### config.mk
export PLATFORM = sky130hd
export DESIGN_NAME = multdiv_unit_flat
export DESIGN_NICKNAME = d
export VERILOG_FILES = /design/src/rtl/multdiv_pkg.sv /design/src/rtl/multdiv_if.sv /design/src/rtl/multdiv_unit_booth_recode.sv /design/src/rtl/multdiv_unit.sv /design/src/flat_wrapper.sv
export SDC_FILE = /design/constraint.sdc
export NUM_CORES = 1
export LEC_CHECK = 0
export BUFFER_PORTS_ARGS = -buffer_cell sky130_fd_sc_hd__buf_2
export CORE_ASPECT_RATIO = 0.8
export CORE_MARGIN = 2
export CORE_UTILIZATION = 58
export CTS_CLUSTER_SIZE = 25
export DETAILED_ROUTE_END_ITERATION = 10
export PLACE_DENSITY = 0.74
export SLEW_MARGIN = 20
export SYNTH_ARGS = -nofsm -noshare
export SYNTH_HDL_FRONTEND = slang
export SYNTH_SLANG_ARGS = --single-unit
### constraint.sdc
create_clock -name clock -period 14.85 [get_ports clock]
set_input_delay 2.2275 -clock clock [delete_from_list [all_inputs] [get_ports clock]]
set_output_delay 2.2275 -clock clock [all_outputs]
set_load 0.005 [all_outputs]
### src/rtl/multdiv_pkg.sv
// Shared types for the iterative multiply/divide unit:
// FSM states, operation kind, Booth digit encoding and default latencies.
package multdiv_pkg;

    typedef enum logic [1:0] {
        IDLE,
        MULT,
        DIV,
        DONE
    } state_e;

    typedef enum logic {
        OP_MULT,
        OP_DIV
    } op_e;

    localparam int XLEN        = 32;
    localparam int MULT_CYCLES = XLEN / 2;
    localparam int DIV_CYCLES  = XLEN;

    // Radix-4 Booth digit, one of -2..+2
    typedef enum logic [2:0] {
        BD_ZERO,
        BD_POS1,
        BD_POS2,
        BD_NEG1,
        BD_NEG2
    } booth_digit_e;

endpackage

### src/rtl/multdiv_if.sv
// Issue/ready bundle between the execute stage and the multdiv unit.
// The pipeline is the master; the multdiv unit is the slave.
interface multdiv_if #(
    parameter int WIDTH = 32
);
    logic [WIDTH-1:0] data_operandA;
    logic [WIDTH-1:0] data_operandB;
    logic             ctrl_MULT;
    logic             ctrl_DIV;
    logic [WIDTH-1:0] data_result;
    logic             data_exception;
    logic             data_resultRDY;

    modport master (
        output data_operandA,
        output data_operandB,
        output ctrl_MULT,
        output ctrl_DIV,
        input  data_result,
        input  data_exception,
        input  data_resultRDY
    );

    modport slave (
        input  data_operandA,
        input  data_operandB,
        input  ctrl_MULT,
        input  ctrl_DIV,
        output data_result,
        output data_exception,
        output data_resultRDY
    );
endinterface

### src/rtl/multdiv_unit_booth_recode.sv
// Radix-4 Booth recoder: maps a 3-bit multiplier window
// {b[2i+1], b[2i], b[2i-1]} to a digit select.
module booth_recode
    import multdiv_pkg::*;
(
    input  logic [2:0]   win,
    output booth_digit_e digit
);

    // Pure lookup of the standard Booth table
    always_comb begin
        digit = BD_ZERO;
        unique case (win)
            3'b000, 3'b111: digit = BD_ZERO;
            3'b001, 3'b010: digit = BD_POS1;
            3'b011:         digit = BD_POS2;
            3'b100:         digit = BD_NEG2;
            3'b101, 3'b110: digit = BD_NEG1;
            default:        digit = BD_ZERO;
        endcase
    end

endmodule

### src/rtl/multdiv_unit.sv
// Iterative signed multiply (radix-4 Booth) / divide (non-restoring).
// Optional build macro MULTDIV_EARLY_EXIT_EN: one-cycle finish on zero operands.
module multdiv_unit
    import multdiv_pkg::*;
#(
    parameter int WIDTH = 32
) (
    input  logic     clock,
    input  logic     reset_n,
    multdiv_if.slave bus
);

    localparam int W2     = 2 * WIDTH;
    localparam int MULT_N = WIDTH / 2;
    localparam int DIV_N  = WIDTH;
    localparam int CW     = $clog2(WIDTH) + 1;

    function automatic logic [WIDTH-1:0] mag(input logic [WIDTH-1:0] v);
        return v[WIDTH-1] ? -v : v;
    endfunction

    state_e           state_q, state_d;
    logic [CW-1:0]    cnt_q, cnt_d;
    logic [W2-1:0]    prod_q, prod_d;
    logic [W2-1:0]    mcand_q, mcand_d;
    logic [WIDTH:0]   mplr_q, mplr_d;
    logic [WIDTH+1:0] rem_q, rem_d;
    logic [WIDTH-1:0] quo_q, quo_d;
    logic [WIDTH-1:0] dvsr_q, dvsr_d;
    logic             neg_q, neg_d;
    logic             div0_q, div0_d;
    logic             dovf_q, dovf_d;
    logic [WIDTH-1:0] result_q, result_d;
    logic             exc_q, exc_d;

    booth_digit_e     digit;
    logic [W2-1:0]    pp;
    logic [W2-1:0]    prod_nxt;
    logic [WIDTH:0]   prod_hi;
    logic             mult_ovf;
    logic [WIDTH+1:0] rem_sh;
    logic [WIDTH+1:0] rem_nxt;
    logic [WIDTH-1:0] quo_nxt;
    logic [WIDTH-1:0] quo_signed;
    logic             start;
    op_e              start_op;
    logic [WIDTH-1:0] opa;
    logic [WIDTH-1:0] opb;
    logic             b_zero;
    logic             a_zero;
    logic             min_by_m1;

    booth_recode u_recode (
        .win   (mplr_q[2:0]),
        .digit (digit)
    );

    assign opa       = bus.data_operandA;
    assign opb       = bus.data_operandB;
    assign a_zero    = (opa == '0);
    assign b_zero    = (opb == '0);
    assign min_by_m1 = (opa == {1'b1, {(WIDTH-1){1'b0}}}) && (opb == '1);
    assign start     = bus.ctrl_MULT | bus.ctrl_DIV;
    assign start_op  = bus.ctrl_MULT ? OP_MULT : OP_DIV;

    // One Booth step and one non-restoring step, evaluated every cycle
    always_comb begin
        pp = '0;
        unique case (digit)
            BD_POS1: pp = mcand_q;
            BD_POS2: pp = mcand_q << 1;
            BD_NEG1: pp = -mcand_q;
            BD_NEG2: pp = -(mcand_q << 1);
            default: pp = '0;
        endcase
        prod_nxt   = prod_q + pp;
        prod_hi    = prod_nxt[W2-1:WIDTH-1];
        mult_ovf   = !((&prod_hi) || (~|prod_hi));
        rem_sh     = {rem_q[WIDTH:0], quo_q[WIDTH-1]};
        rem_nxt    = rem_q[WIDTH+1] ? rem_sh + {2'b00, dvsr_q}
                                    : rem_sh - {2'b00, dvsr_q};
        quo_nxt    = {quo_q[WIDTH-2:0], ~rem_nxt[WIDTH+1]};
        quo_signed = neg_q ? -quo_nxt : quo_nxt;
    end

    // Next-state, datapath update and start/abort handling
    always_comb begin
        state_d  = state_q;
        cnt_d    = cnt_q;
        prod_d   = prod_q;
        mcand_d  = mcand_q;
        mplr_d   = mplr_q;
        rem_d    = rem_q;
        quo_d    = quo_q;
        dvsr_d   = dvsr_q;
        neg_d    = neg_q;
        div0_d   = div0_q;
        dovf_d   = dovf_q;
        result_d = result_q;
        exc_d    = exc_q;

        unique case (state_q)
            MULT: begin
                prod_d  = prod_nxt;
                mcand_d = mcand_q << 2;
                mplr_d  = {{2{mplr_q[WIDTH]}}, mplr_q[WIDTH:2]};
                cnt_d   = cnt_q + 1'b1;
                if (cnt_q == CW'(MULT_N - 1)) begin
                    state_d  = DONE;
                    result_d = prod_nxt[WIDTH-1:0];
                    exc_d    = mult_ovf;
                end
            end
            DIV: begin
                rem_d = rem_nxt;
                quo_d = quo_nxt;
                cnt_d = cnt_q + 1'b1;
                if (cnt_q == CW'(DIV_N - 1)) begin
                    state_d  = DONE;
                    result_d = div0_q ? '0 : quo_signed;
                    exc_d    = div0_q | dovf_q;
                end
            end
            DONE:    state_d = IDLE;
            default: state_d = IDLE;
        endcase

        if (start) begin
            cnt_d = '0;
            if (start_op == OP_MULT) begin
                state_d = MULT;
                prod_d  = '0;
                mcand_d = {{WIDTH{opa[WIDTH-1]}}, opa};
                mplr_d  = {opb, 1'b0};
`ifdef MULTDIV_EARLY_EXIT_EN
                if (a_zero || b_zero) begin
                    state_d  = DONE;
                    result_d = '0;
                    exc_d    = 1'b0;
                end
`endif
            end else begin
                state_d = DIV;
                rem_d   = '0;
                quo_d   = mag(opa);
                dvsr_d  = mag(opb);
                neg_d   = opa[WIDTH-1] ^ opb[WIDTH-1];
                div0_d  = b_zero;
                dovf_d  = min_by_m1;
`ifdef MULTDIV_EARLY_EXIT_EN
                if (b_zero || a_zero) begin
                    state_d  = DONE;
                    result_d = '0;
                    exc_d    = b_zero;
                end
`endif
            end
        end
    end

    // State and datapath registers; reset discards any operation
    always_ff @(posedge clock or negedge reset_n) begin
        if (!reset_n) begin
            state_q  <= IDLE;
            cnt_q    <= '0;
            prod_q   <= '0;
            mcand_q  <= '0;
            mplr_q   <= '0;
            rem_q    <= '0;
            quo_q    <= '0;
            dvsr_q   <= '0;
            neg_q    <= 1'b0;
            div0_q   <= 1'b0;
            dovf_q   <= 1'b0;
            result_q <= '0;
            exc_q    <= 1'b0;
        end else begin
            state_q  <= state_d;
            cnt_q    <= cnt_d;
            prod_q   <= prod_d;
            mcand_q  <= mcand_d;
            mplr_q   <= mplr_d;
            rem_q    <= rem_d;
            quo_q    <= quo_d;
            dvsr_q   <= dvsr_d;
            neg_q    <= neg_d;
            div0_q   <= div0_d;
            dovf_q   <= dovf_d;
            result_q <= result_d;
            exc_q    <= exc_d;
        end
    end

    assign bus.data_result    = result_q;
    assign bus.data_exception = exc_q;
    assign bus.data_resultRDY = (state_q == DONE);

endmodule

### src/flat_wrapper.sv
// flat-port wrapper written by rule: the top's interface ports become plain ports
module multdiv_unit_flat import multdiv_pkg::*;
#(
    parameter int WIDTH = 32
)
  (clock, reset_n, bus_data_operandA, bus_data_operandB, bus_ctrl_MULT, bus_ctrl_DIV, bus_data_result, bus_data_exception, bus_data_resultRDY);
  multdiv_if #(.WIDTH(WIDTH)) bus_i ();
  input  logic clock;
  input  logic reset_n;
  input wire logic [$bits(bus_i.data_operandA)-1:0] bus_data_operandA;
  input wire logic [$bits(bus_i.data_operandB)-1:0] bus_data_operandB;
  input wire logic [$bits(bus_i.ctrl_MULT)-1:0] bus_ctrl_MULT;
  input wire logic [$bits(bus_i.ctrl_DIV)-1:0] bus_ctrl_DIV;
  output wire logic [$bits(bus_i.data_result)-1:0] bus_data_result;
  output wire logic [$bits(bus_i.data_exception)-1:0] bus_data_exception;
  output wire logic [$bits(bus_i.data_resultRDY)-1:0] bus_data_resultRDY;
  assign bus_i.data_operandA = bus_data_operandA;
  assign bus_i.data_operandB = bus_data_operandB;
  assign bus_i.ctrl_MULT = bus_ctrl_MULT;
  assign bus_i.ctrl_DIV = bus_ctrl_DIV;
  assign bus_data_result = bus_i.data_result;
  assign bus_data_exception = bus_i.data_exception;
  assign bus_data_resultRDY = bus_i.data_resultRDY;
  multdiv_unit #(.WIDTH(WIDTH)) u_core (.clock(clock), .reset_n(reset_n), .bus(bus_i));
endmodule
==> results by group <==
Global routing
  – GR met3 Demand/Resource: approximately 6.6%
  – Initial antenna violation count: 0
  – Vias in the first global route: ~22000
  – Grt met1 use: roughly half
  – First-pass GRT wire length: 124000 microns
  – GRT Residual Overflow: 0
  – Pin count of the biggest net entering global routing: 175
  – Most Used Layer, Global Route: met2
  – Gr usage total: between 30 and 40%
  – Met2 Use GR: ~52%

Detailed routing
  – Overall routed net length: around 79000 microns
  – Drt drc: 0
  – WL/cell: approximately 22 microns
  – Final ANT Viol Nets: 0
  – First-pass DRT Iterations: 6
  – Via/cell ratio: 6.62
  – Via count: approximately 24000
  – Iter 0 DRT Violations: ~2700

Finish
  – Sequential Area: roughly 7600 sq um
  – Area of the multi-input gates: between 15000 and 20000 sq um
  – Layout filler cell count: 3671
  – Share of cells above drive strength 1: around 7.5%
  – Final net count: 3213
  – Area grow syn2layout: 7.65%
  – Final core occ: 63.3%

Placement
  – Final GP Congestion: between 0.9 and 1
  – Buffers on Ports: between 100 and 150
  – Hpwl dp: about 57000 microns

STA
  – Setup TNS: 0 ps
  – Fin. Hold Viols: 0
  – Period utilisation layout: between 50% and 60%
  – FMAX: 121 MHz
  – Crit path time final: slightly above 8000 ps
  – Measured slew at the worst slew-check pin: about 1200 ps
  – Max-slew violations: 0
  – Worst Skew: 19.5 ps
  – Finish-stage setup viols: 0
  – Slew headroom: between 20% and 30%
  – Unrepaired setup endpoints after global routing: false

Worst setup path
  – Worst setup SP type: flip-flop
  – RR Startpoint: u_core.mcand_q[19]$_DFF_PN0_
  – Max FO, Critical Path: 8
  – Reg2reg setup slack: 6610 ps
  – Critical path required time: ~15000 ps
  – Worst Reg-to-Reg Cells: 22
  – Kind of critical path: reg2reg
  – Worst setup EP type: flip-flop
  – Crit path DAT: roughly 8700 ps
  – R2r endpoint: u_core.bus.data_exception$_DFFE_PN0P_

Clock network
  – Clock root buffer: clkbuf_16
  – Post-CTS Setup Bufs: 0
  – Worst-Skew Late Latency: approximately 540 ps
  – CTS tree: yes
  – CTS clk-pin slew, worst paths: 60 ps
  – H-Tree Depth: 2
  – Post_cts resized: 0
  – CTS Sinks: roughly 300
  – TritonCTS Buffers: 36
  – CTS Buffer Depth: 3
  – Post-CTS Hold Buffers: 0

Floorplan
  – Die height: roughly 190 microns
  – Io pins: 102
  – Die X: around 230 microns
  – Num rows: 67
  – Initial Utilization: between 50% and 60%
  – Core area: 41800 sq um
  – Die ar.: between 40000 and 50000 sq um

Hold path
  – HP Start: u_core.dovf_q$_DFFE_PN0P_
  – Hold path cells: 2
  – Worst min-delay path class: reg2reg
  – WHS Endpoint: u_core.dovf_q$_DFFE_PN0P_

Synth
  – Post-Synthesis Cells: between 3000 and 4000
  – Post-synth top cells: nand2_1, o21ai_0, nor2_1, dfrtp_1, a21oi_1
  – Ys flop type: dfrtp_1
  – Yosys cell types: 81
  – Sequential area share after synthesis: 30.8%
  – Synthesized area: between 20000 and 25000 sq um
  – Mean Syn Cell Area: a little under 8 sq um
  – Warnings, synthesis: 0
  – Post-synth top area share: a little under a third
  – Cell with the most instances after synthesis: nand2_1
  – Cell type with the largest total area after synthesis: dfrtp_1
  – Top area cells in the synthesized netlist: dfrtp_1, mux2i_1, o21ai_0
  – Ys async rst share: 100%
  – Syn nets: 3271
  – EDFF count, synth: 0
  – Synthesized flop and latch total: 303

Power and ir drop
  – Leak: around 11 nW
  – Max VDD drop: ~0.11 mV
  – Pwr Density: around 160 nW/um^2

Outcome
  – Outcome: finished, final reports clean

Run
  – Max-cap viol count: 0
-- sequential cells by signal, summed over array words and instances (netlist names) --
name                       flops
u_core.dovf_q                  1
u_core.neg_q                   1
u_core.mplr_q                 33
u_core.state_q                 2
u_core.bus.data_result        32
u_core.dvsr_q                 32
u_core.rem_q                  34
u_core.cnt_q                   6
u_core.mcand_q                64
u_core.div0_q                  1
u_core.quo_q                  32
u_core.prod_q                 64
u_core.bus.data_exception      1
-- critical path, stage by stage, from the launching register on --
cell and delay [ps]:
dfrtp_1 450, or4_1 590, nor4_1 460, nand3_1 130, nor2_1 500, nand2_1 290, or3_1 430, nor3_1 220
nor3_1 80, a21oi_1 130, o311ai_0 180, ha_1 470, nand4_1 290, nor3_1 360, nand4_1 240, a2111oi_2 950
nor2_1 270, xnor2_1 380, nand4_1 130, or4_1 500, or4_1 430, or4_1 410, o211a_1 220
-- power breakdown --
part / total, mW / switching, mW / internal [mW]
logic: 2.03 / 1.25 / 0.780
clock network: 0.951 / 0.379 / 0.572
registers: 1.21 / 0.203 / 1.01
-- placed cells by master, fill, tap and decap left out, drive strengths merged, types with 8 or more instances in the layout --
cell,netlist,routed
nor4,31,31
or4,29,29
a21o,48,48
a211oi,66,66
clkinv,2,9
ha,108,108
nand3,41,41
o21ai,311,311
or3,49,49
o311ai,40,40
a221o,10,10
dfrtp,303,303
mux2i,164,164
inv,69,71
a221oi,11,11
a222oi,11,11
and3,15,15
nand4,38,38
o21bai,18,18
xnor2,118,118
a22oi,22,22
o211ai,12,12
xor2,95,95
a31oi,36,36
o31ai,41,41
clkbuf,192,46
nand2b,26,26
nor2,306,306
a21oi,195,195
o21a,12,12
o41ai,18,18
and2,12,12
nor3,105,105
buf,32,128
o22ai,8,8
nand2,341,341
or2,22,22
nor2b,47,47
-- how the worst max path moves through the flow --
stage                                                  to                         start  slack [ps]
finish              u_core.bus.data_exception$_DFFE_PN0P_  u_core.mcand_q[19]$_DFF_PN0_        6610
detailed placement  u_core.bus.data_exception$_DFFE_PN0P_  u_core.mcand_q[19]$_DFF_PN0_        7010
CTS                 u_core.bus.data_exception$_DFFE_PN0P_  u_core.mcand_q[19]$_DFF_PN0_        6960
global placement    u_core.bus.data_exception$_DFFE_PN0P_  u_core.mcand_q[19]$_DFF_PN0_        7210
floorplan           u_core.bus.data_exception$_DFFE_PN0P_   u_core.mcand_q[1]$_DFF_PN0_        8300
global route        u_core.bus.data_exception$_DFFE_PN0P_  u_core.mcand_q[19]$_DFF_PN0_        6180
-- area by class of cell --
cell class                      instances  share of cell area [%]
Antenna cell                            1                 0.00945
Clock buffer                           46                    3.70
Clock inverter                         17                   0.978
Inverter                               71                    1.01
Multi-Input combinational cell       2495                    60.2
Sequential cell                       303                    28.6
Tap cell                              552                    2.61
Timing Repair Buffer                  128                    2.86
-- per-layer routing --
layer | share of wire [%] | up-vias
met5 | 0 | -
met4 | 3.8 | 0
met3 | 9.4 | 164
met2 | 43 | 1158
met1 | 44 | 11456
li1 | - | 11140
-- cell families (layout without fill, tap and decap cells) --
group	after synthesis	in the layout	share of synthesized area, %
and+or+nand+nor	1091	1091	20.9
muxes	168	168	6.86
other	0	1	0
xor gates and xnor gates	213	213	7.59
buffers and inverters	295	262	4.57
DFF	303	303	30.8
AOI/OAI and AO/OA	913	913	23.6
adders and majority gates	110	110	5.66
-- metrics by stage --
step	instances	power (mW)	instance area, sq um	setup slack [ps]	hold slack, ps
2_1_floorplan	3093	2.61	24600	8300	443
3_3_place_gp	3548	3.13	25200	7210	463
3_5_place_dp	3548	3.19	25200	7010	464
4_1_cts	3611	4.15	26400	6960	477
5_1_grt	3612	4.46	26500	6180	515
6_report	3613	4.19	26500	6610	474
Power figures use the tool's default switching activity.
